**src/rtl/ex_pkg.sv**
```systemverilog
// ex_pkg: shared opcode encoding, divider cycle count and EX/MEM bubble field values.
// Contents: op_e opcode enum, MD_DIV_CYCLES, BUBBLE_* control values.
package ex_pkg;
    typedef enum logic [4:0] {
        OP_ADD, OP_SUB, OP_AND, OP_OR, OP_XOR, OP_NOR, OP_SLT, OP_SLTU,
        OP_SLL, OP_SRL, OP_SRA, OP_SLLV, OP_SRLV, OP_SRAV,
        OP_MFHI, OP_MFLO, OP_MTHI, OP_MTLO, OP_MULT, OP_MULTU, OP_DIV, OP_DIVU
    } op_e;
    localparam int MD_DIV_CYCLES = 33;
    localparam logic BUBBLE_REG_WRITE = 1'b0;
    localparam logic BUBBLE_MEM_READ = 1'b0;
    localparam logic BUBBLE_MEM_WRITE = 1'b0;
endpackage

```
**src/rtl/ex_if.sv**
```systemverilog
// ex_if: EX stage bus bundling the ID/EX inputs and the EX/MEM register outputs.
// master: drives in_valid/flush/op/a/b/shamt/imm_lu and *_in fields, observes outputs.
// slave:  the EX stage; drives ALU_S..LUData, stall and md_busy.
interface ex_if;
    import ex_pkg::*;
    logic in_valid, flush;
    op_e op;
    logic [31:0] a, b, imm_lu;
    logic [4:0] shamt;
    logic [31:0] mem_wdata_in, pc_plus4_in;
    logic [4:0] wreg_in;
    logic mem_read_in, mem_write_in, reg_write_in, lu_op_in;
    logic [1:0] mem_to_reg_in;
    logic [31:0] ALU_S, MemWriteData, PC_Plus4, LUData;
    logic [4:0] WriteReg;
    logic MemRead, MemWrite, RegWrite, LUOp;
    logic [1:0] MemToReg;
    logic stall, md_busy;
    modport master (
        output in_valid, flush, op, a, b, imm_lu, shamt, mem_wdata_in, pc_plus4_in,
               wreg_in, mem_read_in, mem_write_in, reg_write_in, lu_op_in, mem_to_reg_in,
        input  ALU_S, MemWriteData, PC_Plus4, LUData, WriteReg, MemRead, MemWrite,
               RegWrite, LUOp, MemToReg, stall, md_busy
    );
    modport slave (
        input  in_valid, flush, op, a, b, imm_lu, shamt, mem_wdata_in, pc_plus4_in,
               wreg_in, mem_read_in, mem_write_in, reg_write_in, lu_op_in, mem_to_reg_in,
        output ALU_S, MemWriteData, PC_Plus4, LUData, WriteReg, MemRead, MemWrite,
               RegWrite, LUOp, MemToReg, stall, md_busy
    );
endinterface

```
**src/rtl/ex_divider.sv**
```systemverilog
// ex_divider: radix-2 restoring divider on magnitudes, result valid MD_DIV_CYCLES after start.
// Ports: clk, reset (async high); start_i/signed_i/a_i/b_i launch a divide;
// done_o pulses for one cycle with quo_o/rem_o valid, the edge that ends it is the 33rd after start.
module ex_divider import ex_pkg::*; (
    input  logic        clk,
    input  logic        reset,
    input  logic        start_i,
    input  logic        signed_i,
    input  logic [31:0] a_i,
    input  logic [31:0] b_i,
    output logic        done_o,
    output logic [31:0] quo_o,
    output logic [31:0] rem_o
);
    logic busy_q, qneg_q, rneg_q;
    logic [5:0] cnt_q;
    logic [31:0] quo_q, rem_q, den_q, dvd_q;
    logic [32:0] trial, diff;
    logic ge, a_neg, b_neg;
    assign a_neg = signed_i & a_i[31];
    assign b_neg = signed_i & b_i[31];
    // quo_q starts as the dividend magnitude and shifts quotient bits in from the right
    assign trial = {rem_q, quo_q[31]};
    assign diff = trial - {1'b0, den_q};
    assign ge = ~diff[32];
    assign done_o = busy_q & (cnt_q == 6'(MD_DIV_CYCLES - 1));
    // divide-by-zero is overridden; remainder follows the dividend's sign
    assign quo_o = (den_q == 32'd0) ? '1 : qneg_q ? -quo_q : quo_q;
    assign rem_o = (den_q == 32'd0) ? dvd_q : rneg_q ? -rem_q : rem_q;
    always_ff @(posedge clk or posedge reset) begin
        if (reset) begin
            busy_q <= 1'b0;
            cnt_q <= '0;
            quo_q <= '0;
            rem_q <= '0;
            den_q <= '0;
            dvd_q <= '0;
            qneg_q <= 1'b0;
            rneg_q <= 1'b0;
        end else if (start_i) begin
            busy_q <= 1'b1;
            cnt_q <= '0;
            quo_q <= a_neg ? -a_i : a_i;
            rem_q <= '0;
            den_q <= b_neg ? -b_i : b_i;
            dvd_q <= a_i;
            qneg_q <= a_neg ^ b_neg;
            rneg_q <= a_neg;
        end else if (busy_q) begin
            if (done_o) begin
                busy_q <= 1'b0;
            end else begin
                cnt_q <= cnt_q + 6'd1;
                quo_q <= {quo_q[30:0], ge};
                rem_q <= ge ? diff[31:0] : trial[31:0];
            end
        end
    end
endmodule

```
**src/rtl/ex_stage.sv**
```systemverilog
// ex_stage: MIPS-style execute stage with ALU, HI/LO, multi-cycle multiply and optional divide.
// Ports: clk, reset (async high), e (ex_if.slave: ID/EX inputs, EX/MEM outputs, stall, md_busy).
// Parameter MUL_LAT (1..4): cycles from MULT acceptance to HI/LO write.
// Macro EX_DIV_EN: builds the iterative divider; otherwise DIV/DIVU are bubbles with no effect.
module ex_stage import ex_pkg::*; #(
    parameter int MUL_LAT = 2
) (
    input logic clk,
    input logic reset,
    ex_if.slave e
);
    logic is_mul, is_div, is_mf, is_mt, is_md, acc, go, bubble, md_wr;
    logic md_busy_q, md_div_q, mul_sg_q;
    logic [1:0] md_cnt_q;
    logic [31:0] hi_q, lo_q, hi_d, lo_d, alu, mul_a_q, mul_b_q;
    logic [63:0] prod;
    assign is_mul = (e.op == OP_MULT) || (e.op == OP_MULTU);
    assign is_div = (e.op == OP_DIV) || (e.op == OP_DIVU);
    assign is_mf = (e.op == OP_MFHI) || (e.op == OP_MFLO);
    assign is_mt = (e.op == OP_MTHI) || (e.op == OP_MTLO);
`ifdef EX_DIV_EN
    logic div_done;
    logic [31:0] div_quo, div_rem;
    assign is_md = is_mul | is_div;
    ex_divider u_div (
        .clk(clk),
        .reset(reset),
        .start_i(acc & is_div),
        .signed_i(e.op == OP_DIV),
        .a_i(e.a),
        .b_i(e.b),
        .done_o(div_done),
        .quo_o(div_quo),
        .rem_o(div_rem)
    );
`else
    assign is_md = is_mul;
`endif
    assign acc = e.in_valid & ~e.flush & ~md_busy_q & is_md;
    assign e.stall = md_busy_q & e.in_valid & (is_mf | is_mt | is_mul | is_div);
    assign e.md_busy = md_busy_q;
    assign go = e.in_valid & ~e.flush & ~e.stall;
    // MD ops never write a GPR from EX, so they always leave a bubble behind
    assign bubble = ~go | is_mul | is_div;
    // sign-extending to 64 bits lets one multiplier serve both MULT and MULTU
    assign prod = {{32{mul_sg_q & mul_a_q[31]}}, mul_a_q} * {{32{mul_sg_q & mul_b_q[31]}}, mul_b_q};
    always_comb begin
        md_wr = md_busy_q & ~md_div_q & (md_cnt_q == 2'd0);
        hi_d = prod[63:32];
        lo_d = prod[31:0];
`ifdef EX_DIV_EN
        if (div_done) begin
            md_wr = 1'b1;
            hi_d = div_rem;
            lo_d = div_quo;
        end
`endif
        // completion outranks MTHI/MTLO; MT* is stalled while busy in any case
        if (!md_wr) begin
            hi_d = (go && e.op == OP_MTHI) ? e.a : hi_q;
            lo_d = (go && e.op == OP_MTLO) ? e.a : lo_q;
        end
    end
    always_comb begin
        alu = e.a;
        case (e.op)
            OP_ADD:  alu = e.a + e.b;
            OP_SUB:  alu = e.a - e.b;
            OP_AND:  alu = e.a & e.b;
            OP_OR:   alu = e.a | e.b;
            OP_XOR:  alu = e.a ^ e.b;
            OP_NOR:  alu = ~(e.a | e.b);
            OP_SLT:  alu = {31'd0, $signed(e.a) < $signed(e.b)};
            OP_SLTU: alu = {31'd0, e.a < e.b};
            OP_SLL:  alu = e.a << e.shamt;
            OP_SRL:  alu = e.a >> e.shamt;
            OP_SRA:  alu = $signed(e.a) >>> e.shamt;
            OP_SLLV: alu = e.a << e.b[4:0];
            OP_SRLV: alu = e.a >> e.b[4:0];
            OP_SRAV: alu = $signed(e.a) >>> e.b[4:0];
            OP_MFHI: alu = hi_q;
            OP_MFLO: alu = lo_q;
            default: alu = e.a;
        endcase
    end
    always_ff @(posedge clk or posedge reset) begin
        if (reset) begin
            md_busy_q <= 1'b0;
            md_div_q <= 1'b0;
            md_cnt_q <= '0;
            mul_sg_q <= 1'b0;
            mul_a_q <= '0;
            mul_b_q <= '0;
            hi_q <= '0;
            lo_q <= '0;
            e.ALU_S <= '0;
            e.MemWriteData <= '0;
            e.WriteReg <= '0;
            e.MemRead <= 1'b0;
            e.MemWrite <= 1'b0;
            e.RegWrite <= 1'b0;
            e.MemToReg <= '0;
            e.PC_Plus4 <= '0;
            e.LUOp <= 1'b0;
            e.LUData <= '0;
        end else begin
            if (acc) begin
                md_busy_q <= 1'b1;
                md_div_q <= is_div;
                md_cnt_q <= 2'(MUL_LAT - 1);
                mul_sg_q <= e.op == OP_MULT;
                mul_a_q <= e.a;
                mul_b_q <= e.b;
            end else if (md_wr) begin
                md_busy_q <= 1'b0;
            end else if (md_busy_q && md_cnt_q != 2'd0) begin
                md_cnt_q <= md_cnt_q - 2'd1;
            end
            hi_q <= hi_d;
            lo_q <= lo_d;
            e.ALU_S <= bubble ? '0 : alu;
            e.MemWriteData <= bubble ? '0 : e.mem_wdata_in;
            e.WriteReg <= bubble ? '0 : e.wreg_in;
            e.MemRead <= bubble ? BUBBLE_MEM_READ : e.mem_read_in;
            e.MemWrite <= bubble ? BUBBLE_MEM_WRITE : e.mem_write_in;
            e.RegWrite <= bubble ? BUBBLE_REG_WRITE : e.reg_write_in;
            e.MemToReg <= bubble ? '0 : e.mem_to_reg_in;
            e.PC_Plus4 <= bubble ? '0 : e.pc_plus4_in;
            e.LUOp <= bubble ? 1'b0 : e.lu_op_in;
            e.LUData <= bubble ? '0 : e.imm_lu;
        end
    end
endmodule

```
**src/flat_wrapper.sv**
```systemverilog
// flat-port wrapper written by rule: the top's interface ports become plain ports
module ex_stage_flat import ex_pkg::*;
#(
    parameter int MUL_LAT = 2
)
  (clk, reset, e_in_valid, e_flush, e_op, e_a, e_b, e_imm_lu, e_shamt, e_mem_wdata_in, e_pc_plus4_in, e_wreg_in, e_mem_read_in, e_mem_write_in, e_reg_write_in, e_lu_op_in, e_mem_to_reg_in, e_ALU_S, e_MemWriteData, e_PC_Plus4, e_LUData, e_WriteReg, e_MemRead, e_MemWrite, e_RegWrite, e_LUOp, e_MemToReg, e_stall, e_md_busy);
  ex_if e_i ();
  input logic clk;
  input logic reset;
  input wire logic [$bits(e_i.in_valid)-1:0] e_in_valid;
  input wire logic [$bits(e_i.flush)-1:0] e_flush;
  input wire logic [$bits(e_i.op)-1:0] e_op;
  input wire logic [$bits(e_i.a)-1:0] e_a;
  input wire logic [$bits(e_i.b)-1:0] e_b;
  input wire logic [$bits(e_i.imm_lu)-1:0] e_imm_lu;
  input wire logic [$bits(e_i.shamt)-1:0] e_shamt;
  input wire logic [$bits(e_i.mem_wdata_in)-1:0] e_mem_wdata_in;
  input wire logic [$bits(e_i.pc_plus4_in)-1:0] e_pc_plus4_in;
  input wire logic [$bits(e_i.wreg_in)-1:0] e_wreg_in;
  input wire logic [$bits(e_i.mem_read_in)-1:0] e_mem_read_in;
  input wire logic [$bits(e_i.mem_write_in)-1:0] e_mem_write_in;
  input wire logic [$bits(e_i.reg_write_in)-1:0] e_reg_write_in;
  input wire logic [$bits(e_i.lu_op_in)-1:0] e_lu_op_in;
  input wire logic [$bits(e_i.mem_to_reg_in)-1:0] e_mem_to_reg_in;
  output wire logic [$bits(e_i.ALU_S)-1:0] e_ALU_S;
  output wire logic [$bits(e_i.MemWriteData)-1:0] e_MemWriteData;
  output wire logic [$bits(e_i.PC_Plus4)-1:0] e_PC_Plus4;
  output wire logic [$bits(e_i.LUData)-1:0] e_LUData;
  output wire logic [$bits(e_i.WriteReg)-1:0] e_WriteReg;
  output wire logic [$bits(e_i.MemRead)-1:0] e_MemRead;
  output wire logic [$bits(e_i.MemWrite)-1:0] e_MemWrite;
  output wire logic [$bits(e_i.RegWrite)-1:0] e_RegWrite;
  output wire logic [$bits(e_i.LUOp)-1:0] e_LUOp;
  output wire logic [$bits(e_i.MemToReg)-1:0] e_MemToReg;
  output wire logic [$bits(e_i.stall)-1:0] e_stall;
  output wire logic [$bits(e_i.md_busy)-1:0] e_md_busy;
  assign e_i.in_valid = e_in_valid;
  assign e_i.flush = e_flush;
  assign e_i.op = e_op;
  assign e_i.a = e_a;
  assign e_i.b = e_b;
  assign e_i.imm_lu = e_imm_lu;
  assign e_i.shamt = e_shamt;
  assign e_i.mem_wdata_in = e_mem_wdata_in;
  assign e_i.pc_plus4_in = e_pc_plus4_in;
  assign e_i.wreg_in = e_wreg_in;
  assign e_i.mem_read_in = e_mem_read_in;
  assign e_i.mem_write_in = e_mem_write_in;
  assign e_i.reg_write_in = e_reg_write_in;
  assign e_i.lu_op_in = e_lu_op_in;
  assign e_i.mem_to_reg_in = e_mem_to_reg_in;
  assign e_ALU_S = e_i.ALU_S;
  assign e_MemWriteData = e_i.MemWriteData;
  assign e_PC_Plus4 = e_i.PC_Plus4;
  assign e_LUData = e_i.LUData;
  assign e_WriteReg = e_i.WriteReg;
  assign e_MemRead = e_i.MemRead;
  assign e_MemWrite = e_i.MemWrite;
  assign e_RegWrite = e_i.RegWrite;
  assign e_LUOp = e_i.LUOp;
  assign e_MemToReg = e_i.MemToReg;
  assign e_stall = e_i.stall;
  assign e_md_busy = e_i.md_busy;
  ex_stage #(.MUL_LAT(MUL_LAT)) u_core (.clk(clk), .reset(reset), .e(e_i));
endmodule
```
**config.mk**
```make
export PLATFORM = sky130hd
export DESIGN_NAME = ex_stage_flat
export DESIGN_NICKNAME = d
export VERILOG_FILES = /design/src/rtl/ex_pkg.sv /design/src/rtl/ex_if.sv /design/src/rtl/ex_divider.sv /design/src/rtl/ex_stage.sv /design/src/flat_wrapper.sv
export SDC_FILE = /design/constraint.sdc
export NUM_CORES = 2
export LEC_CHECK = 0
export CAP_MARGIN = 0
export CORE_ASPECT_RATIO = 2
export CORE_MARGIN = 5
export CORE_UTILIZATION = 50
export CTS_BUF_LIST = sky130_fd_sc_hd__clkbuf_4
export CTS_CLUSTER_DIAMETER = 100
export DETAILED_ROUTE_END_ITERATION = 8
export HOLD_SLACK_MARGIN = 0.02
export PLACE_DENSITY_LB_ADDON = 0.12
export SLEW_MARGIN = 25
export SYNTH_ARGS = -nofsm -noshare
export SYNTH_HDL_FRONTEND = slang
export SYNTH_SLANG_ARGS = --single-unit
```
**constraint.sdc**
```tcl
create_clock -name clk -period 17.92 [get_ports clk]
set_input_delay 4.48 -clock clk [delete_from_list [all_inputs] [get_ports clk]]
set_output_delay 4.48 -clock clk [all_outputs]
set_load 0.02 [all_outputs]
```
==> run summary <==
Outcome - completed
Top_reg_cell synth - dfrtp_1
Post-Route WL - 223000 um
Arrival time of the worst setup path - 6740 ps
Comb pwr share - 0.883
Met2 WL - 119000 um
Clock Path Buffers - 3
Critical path depth - 5
Latest clock arrival within the worst-skew pair - 920 ps
Cell row count - 177
CTS H-Tree Depth - 2
Number of hold violations in the final report - 0
Synth top cells by count - inv_1 (1229), fa_1 (1127), nand2_1 (1084), and2_1 (461), clkbuf_1 (381)
IO Count - 326
Hold Crit Start - u_core.md_cnt_q[0]
TNS Setup - 0 ps
Post-synth top area share - 0.385
Sequential fraction of the synthesis area - 0.116
Initial antenna violation count - 13
CTS Hold Bufs - 0
Kind of critical path - input port to primary output
#FFs+latches synth - 272
Grt ovf - 0
Slew Viols, Final - 0
Crit share post-route - 0.626
Setup ws final - 6700 ps
Reg-to-reg critical path endpoint - u_core.hi_q[31]
Leak - 30.7 nW
Synth Cell Area - 58500 um^2
Post-CTS setup buffers - 0
IO Port Bufs - 325
Clk sink count - 272
Detail Route Antenna Nets - 0
Vias in the first global route - 55000
CP max stage cell - clkdlybuf4s50_1
GRT Total Usage - 0.360
Yosys cell types - 90
Crit start category - input port
DR pass1 iterations - 7
Clock group share of total power - 0.049
Post-synth EDFFs - 0
Sw frac - 0.610
DRC Markers - 0
Root Driver - clkbuf_4
WL/cell - 26.7 um
R2r startpoint - u_core.mul_sg_q
Worst Tran Pin Value - 1180 ps
Global-route wire length before repair - 336000 um
Seq pwr share - 0.068
Chip width - 252 um
Layout area overhead - 9.47%
R2R cell count - 27
Via count - 49600
Die Area - 124000 um^2
Post-Syn Instances - 6706
Final net count - 8414
WHS Path Cells - 1
Synth Area per Inst - 8.73 um^2
CP top delay family - buffers and inverters
Pre-CTS WS - 6720 ps
Internal power component - 0.00471 W
Worst VDD drop - 0.404 mV
Reg clk slew, reported paths - 70 ps
DRT iter0 DRCs - 3322
Crit-path cells - clkdlybuf4s50_1, nand2_1, mux2i_1, and3_1, clkdlybuf4s50_1
Async S/R FF share, synth - 1.00
Share of cells above drive strength 1 - 0.0520
Most used cell, CP - clkdlybuf4s50_1
Met3 Wirelength - 12600 um
Setup slack, reg-to-reg - 8440 ps
Yosys warns - 0
Rel. slew slack - 0.202
Buf/Inv on CP - 2
Post-synth top area cell - fa_1
P per Cell Area - 189 nW/um^2
Worst setup EP type - primary output
WL met1 - 68700 um
Worst Clk Skew - 101 ps
Chip height - 494 um
Delay of the slowest critical-path stage - 990 ps
Syn nets - 8327
Hold Crit Endpoint - u_core.md_cnt_q[0]
Synth area leaders - fa_1 (39%), dfrtp_1 (12%), inv_1 (7.9%)
Initial core utilization - 0.504
Maximum clock frequency - 89.1 MHz
Post-CTS Resized - 0
Total core area - 116000 um^2
Top-count cell post-synth - inv_1
Largest net degree at the start of global routing - 94
Crit-path max FO - 20
Tmin final - 11220 ps
# Max-Cap Violations - 0
Worst hold path class - register to register
Worst endpoint required time - 13440 ps
Number of CTS-inserted buffers - 61
HPWL after DPL - 181000 um
Via-to-Cell Ratio - 5.93
Final setup vio count - 0
CTS tree - yes
Top sig layer - met5
Psw - 0.00737 W
GPL Wtd Cong - 1.08
RSZ-0062 raised after global routing - no
## worst max-delay path by stage
stage,startpoint,to,slack [ps]
finish,e_op[2],e_stall,6700
global route,e_op[2],e_stall,6600
CTS,e_op[2],e_stall,6710
detailed placement,e_op[2],e_stall,6720
global placement,e_op[2],e_stall,6660
floorplan,reset,u_core.e.ALU_S[0],5940
## cells by family after synthesis
group | Yosys count | synth area share
flip-flops | 272 | 0.116
buffers and inverters | 1683 | 0.110
AO/OA/AOI/OAI | 1015 | 0.109
AND/OR/NAND/NOR | 1989 | 0.157
XOR/XNOR | 81 | 0.0121
multiplexers | 230 | 0.0439
adder cells (fa/ha/maj) | 1436 | 0.451
## power groups by stage
| stage | combinational (W) | sequential (W) | clock (W) |
|---|---|---|---|
| final | 0.0107 | 0.000828 | 0.000588 |
| after global routing | 0.0116 | 0.000833 | 0.000626 |
| after CTS | 0.0107 | 0.000821 | 0.000607 |
| after detailed placement | 0.0105 | 0.000830 | 0 |
| after global placement | 0.0105 | 0.000830 | 0 |
| after floorplan | 0.00664 | 0.000789 | 0 |
## metal layers
layer,GRT usage,vias to the layer above
met5,0,-
met4,0.275,14
met3,0.0535,1041
met2,0.671,2324
met1,0.352,25200
li1,-,21000
## per-stage QoR
stage                     area, um^2   util  power [W]  hold WS [ps]  cells
after global routing           64100  0.551     0.0131           471   8364
after detailed placement       63200  0.543     0.0113           449   8251
final                          64100  0.551     0.0121           461   8370
after floorplan                58500      -    0.00743           424   6706
after global placement         63200  0.543     0.0113           437   8251
after CTS                      64100  0.551     0.0121           459   8363
## final cells by class
type	count	area, um^2
repair buffers	474	4370
flip-flops and latches	272	6820
inverters	1233	4640
clock buffers	80	601
fillers	10900	52200
multi-input cells	4751	45500
diodes	7	17.5
clock inverters	32	282
well taps	1521	1900
## cells in the final DEF, fill, tap and decap left out, types with 22 or more instances in the layout
cell type	Yosys	layout
a211oi_1	49	49
a21o_1	44	44
a21oi_1	257	255
a31oi_1	49	48
and2_1	461	459
and3_1	39	39
buf_4	13	149
clkbuf_4	0	80
clkdlybuf4s50_1	0	324
dfrtp_1	272	264
fa_1	1127	1127
ha_1	309	309
inv_1	1229	1228
mux2i_1	191	183
nand2_1	1084	1083
nand3_1	54	54
nand4_1	24	24
nor2_1	201	195
nor3_1	33	31
o211ai_1	45	45
o21ai_0	312	308
o21bai_1	31	31
o31ai_1	22	22
xnor2_1	57	57
xor2_1	24	24
## flip-flops by register name, summed over array words and instances, names as in the netlist
signal	cells
u_core.e.ALU_S	32
u_core.e.LUData	32
u_core.e.LUOp	1
u_core.e.MemRead	1
u_core.e.MemToReg	2
u_core.e.MemWrite	1
u_core.e.MemWriteData	32
u_core.e.PC_Plus4	32
u_core.e.RegWrite	1
u_core.e.WriteReg	5
u_core.e.md_busy	1
u_core.hi_q	32
u_core.lo_q	32
u_core.md_cnt_q	2
u_core.md_div_q	1
u_core.mul_a_q	32
u_core.mul_b_q	32
u_core.mul_sg_q	1
Power figures use the tool's default switching activity.
